**src/rtl/palindrome_pkg.sv**
```systemverilog
// Shared types and helpers for the palindrome checker.
// State encoding, compare-mode constants and byte reversal.
package palindrome_pkg;

  typedef enum logic [1:0] {
    IDLE,
    CHECK,
    DONE
  } state_t;

  localparam logic MODE_WORD = 1'b0;
  localparam logic MODE_BYTE = 1'b1;

  localparam int MAX_W = 1024;

  // Reverses the byte order of the low 'width' bits; upper bits return 0.
  function automatic logic [MAX_W-1:0] byte_reverse(
    input logic [MAX_W-1:0] w,
    input int               width
  );
    logic [MAX_W-1:0] r;
    int               n;
    r = '0;
    n = width / 8;
    for (int i = 0; i < MAX_W / 8; i++) begin
      if (i < n) r[8*i +: 8] = w[8*(n-1-i) +: 8];
    end
    return r;
  endfunction

endpackage

```
**src/rtl/palindrome_regfile.sv**
```systemverilog
// Register file for the palindrome checker.
// Two combinational read ports, one synchronous write port, no reset.
module palindrome_regfile
  import palindrome_pkg::*;
#(
  parameter  int WIDTH = 32,
  parameter  int DEPTH = 32,
  localparam int AW    = $clog2(DEPTH)
) (
  input  logic             clock,
  input  logic             we,
  input  logic [AW-1:0]    waddr,
  input  logic [WIDTH-1:0] wdata,
  input  logic [AW-1:0]    raddr_a,
  input  logic [AW-1:0]    raddr_b,
  output logic [WIDTH-1:0] rdata_a,
  output logic [WIDTH-1:0] rdata_b
);

  logic [WIDTH-1:0] mem [DEPTH];

  always_ff @(posedge clock) begin
    if (we) mem[waddr] <= wdata;
  end

  assign rdata_a = mem[raddr_a];
  assign rdata_b = mem[raddr_b];

endmodule

```
**src/rtl/palindrome_engine.sv**
```systemverilog
// Two-pointer palindrome checker over a write-loaded register file.
// One pair comparison per cycle, word or byte granularity.
module palindrome_engine
  import palindrome_pkg::*;
#(
  parameter  int WIDTH = 32,
  parameter  int DEPTH = 32,
  localparam int AW    = $clog2(DEPTH)
) (
  input  logic             clock,
  input  logic             reset,
  input  logic             we,
  input  logic [AW-1:0]    waddr,
  input  logic [WIDTH-1:0] wdata,
  input  logic             go,
  input  logic             mode,
  input  logic [AW-1:0]    base,
  input  logic [AW-1:0]    ending,
  output logic             busy,
  output logic             done,
  output logic             palindrome,
  output logic             range_err,
  output logic [AW-1:0]    mismatch_addr,
  output logic [AW-1:0]    compares
);

  state_t           state, state_nx;
  logic [AW-1:0]    front, front_nx;
  logic [AW-1:0]    back, back_nx;
  logic             mode_q, mode_nx;
  logic             pal_nx, rerr_nx;
  logic [AW-1:0]    maddr_nx, cmp_nx;
  logic [WIDTH-1:0] rd_a, rd_b, b_cmp;
  logic             match, last, bad_range;

  palindrome_regfile #(
    .WIDTH(WIDTH),
    .DEPTH(DEPTH)
  ) u_rf (
    .clock  (clock),
    .we     (we & ~busy),
    .waddr  (waddr),
    .wdata  (wdata),
    .raddr_a(front),
    .raddr_b(back),
    .rdata_a(rd_a),
    .rdata_b(rd_b)
  );

  assign busy = (state == CHECK);
  assign done = (state == DONE);

  assign b_cmp = (mode_q == MODE_BYTE)
               ? WIDTH'(byte_reverse(MAX_W'(rd_b), WIDTH))
               : rd_b;
  assign match = (rd_a == b_cmp);
  assign last  = ({1'b0, front} + (AW+1)'(1)) >= {1'b0, back};

  assign bad_range = (base > ending) || (32'(ending) >= DEPTH);

  always_ff @(posedge clock or negedge reset) begin
    if (!reset) begin
      state         <= IDLE;
      front         <= '0;
      back          <= '0;
      mode_q        <= MODE_WORD;
      palindrome    <= 1'b0;
      range_err     <= 1'b0;
      mismatch_addr <= '0;
      compares      <= '0;
    end else begin
      state         <= state_nx;
      front         <= front_nx;
      back          <= back_nx;
      mode_q        <= mode_nx;
      palindrome    <= pal_nx;
      range_err     <= rerr_nx;
      mismatch_addr <= maddr_nx;
      compares      <= cmp_nx;
    end
  end

  // A bad range still spends one CHECK cycle, but performs no compare.
  always_comb begin
    state_nx = state;
    front_nx = front;
    back_nx  = back;
    mode_nx  = mode_q;
    pal_nx   = palindrome;
    rerr_nx  = range_err;
    maddr_nx = mismatch_addr;
    cmp_nx   = compares;
    unique case (state)
      IDLE: begin
        if (go) begin
          state_nx = CHECK;
          cmp_nx   = '0;
          maddr_nx = '0;
          pal_nx   = 1'b0;
          if (bad_range) begin
            rerr_nx = 1'b1;
          end else begin
            rerr_nx  = 1'b0;
            front_nx = base;
            back_nx  = ending;
            mode_nx  = mode;
          end
        end
      end
      CHECK: begin
        if (range_err) begin
          state_nx = DONE;
        end else begin
          cmp_nx = compares + AW'(1);
          if (!match) begin
            maddr_nx = front;
            state_nx = DONE;
          end else if (last) begin
            pal_nx   = 1'b1;
            state_nx = DONE;
          end else begin
            front_nx = front + AW'(1);
            back_nx  = back - AW'(1);
          end
        end
      end
      DONE: begin
        if (!go) state_nx = IDLE;
      end
      default: state_nx = IDLE;
    endcase
  end

endmodule

```
**config.mk**
```make
export PLATFORM = sky130hd
export DESIGN_NAME = palindrome_engine
export DESIGN_NICKNAME = d
export VERILOG_FILES = /design/src/rtl/palindrome_pkg.sv /design/src/rtl/palindrome_regfile.sv /design/src/rtl/palindrome_engine.sv
export SDC_FILE = /design/constraint.sdc
export NUM_CORES = 1
export LEC_CHECK = 0
export CAP_MARGIN = 5
export CORE_UTILIZATION = 60
export CTS_CLUSTER_DIAMETER = 100
export CTS_CLUSTER_SIZE = 28
export DETAILED_ROUTE_END_ITERATION = 6
export GPL_TIMING_DRIVEN = 1
export PLACE_DENSITY = 0.77
export SYNTH_ARGS = -nofsm -noshare
export SYNTH_HDL_FRONTEND = slang
export SYNTH_SLANG_ARGS = --single-unit
```
**constraint.sdc**
```tcl
create_clock -name clock -period 4.7 [get_ports clock]
set_input_delay 1.41 -clock clock [delete_from_list [all_inputs] [get_ports clock]]
set_output_delay 1.41 -clock clock [all_outputs]
set_load 0.005 [all_outputs]
```
==> flow_summary.yaml <==
routing:
  drtIter0Drc: 5414
  vias: 32900
  wl_per_cell_microns: 37.9
  drcViolationCount: 4
  wirelength_microns: 158000
  firstDrtPassIters: 7
  ant_nets: 0
  post_drt_via_cell_ratio: 7.90
logic_synthesis:
  synth_xor_area_share_pct: 0.486
  syn_nets: 3048
  synth-main-ff-cell: "edfxtp_1"
  syn_avg_cell_area_sq_um: 16.9
  synth-simple-area-share_pct: 3.98
  syn_inst: 2983
  async_reset_ff_share_pct: 2.38
  synth_adder_area_share_pct: 0.322
  yosys.area.top_type: "edfxtp_1"
  synth_compound_area_share_pct: 6.82
  synth_seq_cells: 1049
  synth.area.mux_share_pct: 23.5
  synth-edff-count: 1024
  ys_types: 71
  synth_top_family_by_area: "multiplexers"
  synthTopCellsByArea: "edfxtp_1 61%, mux4_2 13%, mux2i_1 9.8%"
  ys.warnings.count: 0
  synth.cell_area_sq_um: 50500
  synth_top_area_share_pct: 60.9
  synth-seq-area-share_pct: 62.1
cells_and_area:
  layout-drive-gt1-share_pct: 20.4
  final_common_cell: "edfxtp_1"
  fin_nets: 3124
  design_area_sq_um: 54900
  layout_common_cells: "1,024 x edfxtp_1, 493 x mux2i_1, 302 x mux4_2"
  n_fill_cell: 5514
  final_core_util_pct: 65.8
  syn2layout_area_growth_pct: 8.63
placed_design:
  place.gp.congestion: 0.930
  port_buffers: 65
  post-dp-hpwl_microns: 95300
  place_area_sq_um: 53500
sta:
  hold_viol_final: 0
  tns_ns: -0.152
  setup_ws_ns: -0.0887
  hold-worst-slack_ns: 0.526
  setup_viol: 2
  clock_skew_ns: 0.0278
  rsz0062_at_grt: "yes"
  fmax_mhz: 209
  tightestPinTransition_ns: 1.13
  drv_slew: 0
  slew_headroom_pct: 24.5
  fin_crit_ns: 4.79
  post-route-period-util_pct: 102
min_path:
  hold_class: "flop to flop"
clocking:
  cts_tree: "yes"
  clk_latency_ns: 0.65
  cts_hold_buf: 0
  tritoncts.num_buffers: 43
  htreeDepth: 2
  cts_buffer_depth: 3
  cts_root_buf: "clkbuf_16"
  clk_pin_slew_ns: 0.12
  clock-sinks: 1049
global_route:
  grt_first_pass_wirelength_microns: 226000
  grt_antenna_before_repair: 6
  first_global_vias: 32700
  grt_max_degree: 74
  grt_overflow_total: 0
  grt_use_total_pct: 36.9
floorplanning:
  initial_core_util_pct: 60.5
  dieArea_sq_um: 85300
  rows: 106
  top_level_ports: 66
  core_area_sq_um: 83400
  die-height_microns: 292
  die_w_microns: 292
run_status:
  status: "complete, but fails checks"
  violations: "DRC, setup timing"
critical_path:
  critPathLaunchType: "flop"
  path_class: "flop to flop"
  cp.arrival_ns: 5.28
  cp_max_fo: 21
  end_kind: "flop"
  crit_required_ns: 5.19
power_and_ir_drop:
  power.leakage_nw: 17.6
  power_density_nw_per_um2: 584
  ir_worst_vdd_mv: 0.399
job:
  cap_violations: 0
-- power breakdown --
part	internal (mW)	total [mW]	switching, mW
clock	1.77	4.55	2.78
sequential	10.4	10.9	0.428
combinational	6.85	16.6	9.77
-- timing repair --
item / 4_1_cts / 5_1_grt
resized for setup: 2 / 9
buffers inserted: 2 / 1
setup endpoints to repair: 11 / 16
cloned: 0 / 1
-- synthesized netlist by cell type, types with 5 or more instances --
cell type,number
xnor2_1,6
nand3_1,107
nor2_1,73
nand3b_1,7
buf_4,37
nand4_1,37
or2_2,7
dfrtp_1,25
nor4_1,11
a22o_1,7
clkbuf_1,68
o22ai_1,35
buf_2,53
nand2_1,69
mux4_2,302
and3_1,6
buf_1,23
nor3_1,11
mux2_2,11
mux2i_1,493
a22oi_1,150
a32oi_1,17
o31ai_1,6
edfxtp_1,1024
ha_1,13
a221oi_1,23
inv_1,14
a211oi_1,9
o21ai_0,40
nand2b_1,11
or3_1,5
a21oi_1,33
buf_6,32
xor2_1,22
or4_1,5
and2_1,9
o221ai_1,102
nor2b_1,17
-- worst max-delay path: stages, from the launching register on --
cell	delay, ns
dfrtp_4	0.75
nor2b_4	0.33
buf_4	0.41
buf_4	0.30
a22oi_1	0.09
nand3_1	0.11
nand4_1	0.16
mux2i_1	0.27
xor2_2	0.46
nand4_1	0.35
nor3_1	0.33
buf_4	0.16
a41oi_2	0.09
or2_1	0.34
o21ai_0	0.43
-- logic make-up after synthesis --
group,Yosys count
buf+inv,237
mux,807
compound gates,457
xor+xnor,28
simple gates,392
flops,1049
fa+ha+maj,13
-- worst paths after layout --
kind	depth (start not counted)	to	from	slack, ns
max in group asynchronous	1	front[1]	reset	2.58
min reg2reg	1	mismatch_addr[1]	mismatch_addr[1]	0.53
max reg2reg	14	front[1]	back[2]	-0.09
min	1	mismatch_addr[1]	mismatch_addr[1]	0.53
max	14	front[1]	back[2]	-0.09
min in group asynchronous	1	mode_q	reset	1.35
-- routing by layer --
layer  part of all wire (%)  vias to the layer above  track usage, %
li1                       -                    12700               -
met1                     34                    16700            48.9
met2                     47                     2869            57.4
met3                     13                      656            8.47
met4                    6.2                        4            19.6
met5                  0.020                        -               0
-- flip-flops by register name, indices dropped and copies added, names as in the netlist --
| name | flops |
|---|---|
| compares | 5 |
| mismatch_addr | 5 |
| range_err | 1 |
| front | 5 |
| mode_q | 1 |
| u_rf.mem | 1024 |
| back | 5 |
| palindrome | 1 |
| state | 2 |
-- through the flow --
step,power [mW],setup WS (ns),cells
2_1_floorplan,21.6,0.858,2983
3_3_place_gp,26.7,-0.0428,4090
3_5_place_dp,27.0,-0.110,4090
4_1_cts,31.5,0.0153,4155
5_1_grt,32.9,-0.00317,4160
6_report,32.0,-0.0887,4162
-- area by class of cell --
cell class / instances / area (sq um) / share of cell area (%)
Timing Repair Buffer: 249 / 2760 / 5.02
Sequential cell: 1049 / 31400 / 57.2
Clock buffer: 58 / 1130 / 2.06
Tap cell: 1080 / 1350 / 2.46
Multi-Input combinational cell: 1698 / 18100 / 33.0
Clock inverter: 5 / 56.3 / 0.103
Antenna cell: 5 / 12.5 / 0.0228
Inverter: 18 / 67.6 / 0.123
No activity file was read; power rests on OpenSTA's default activity.
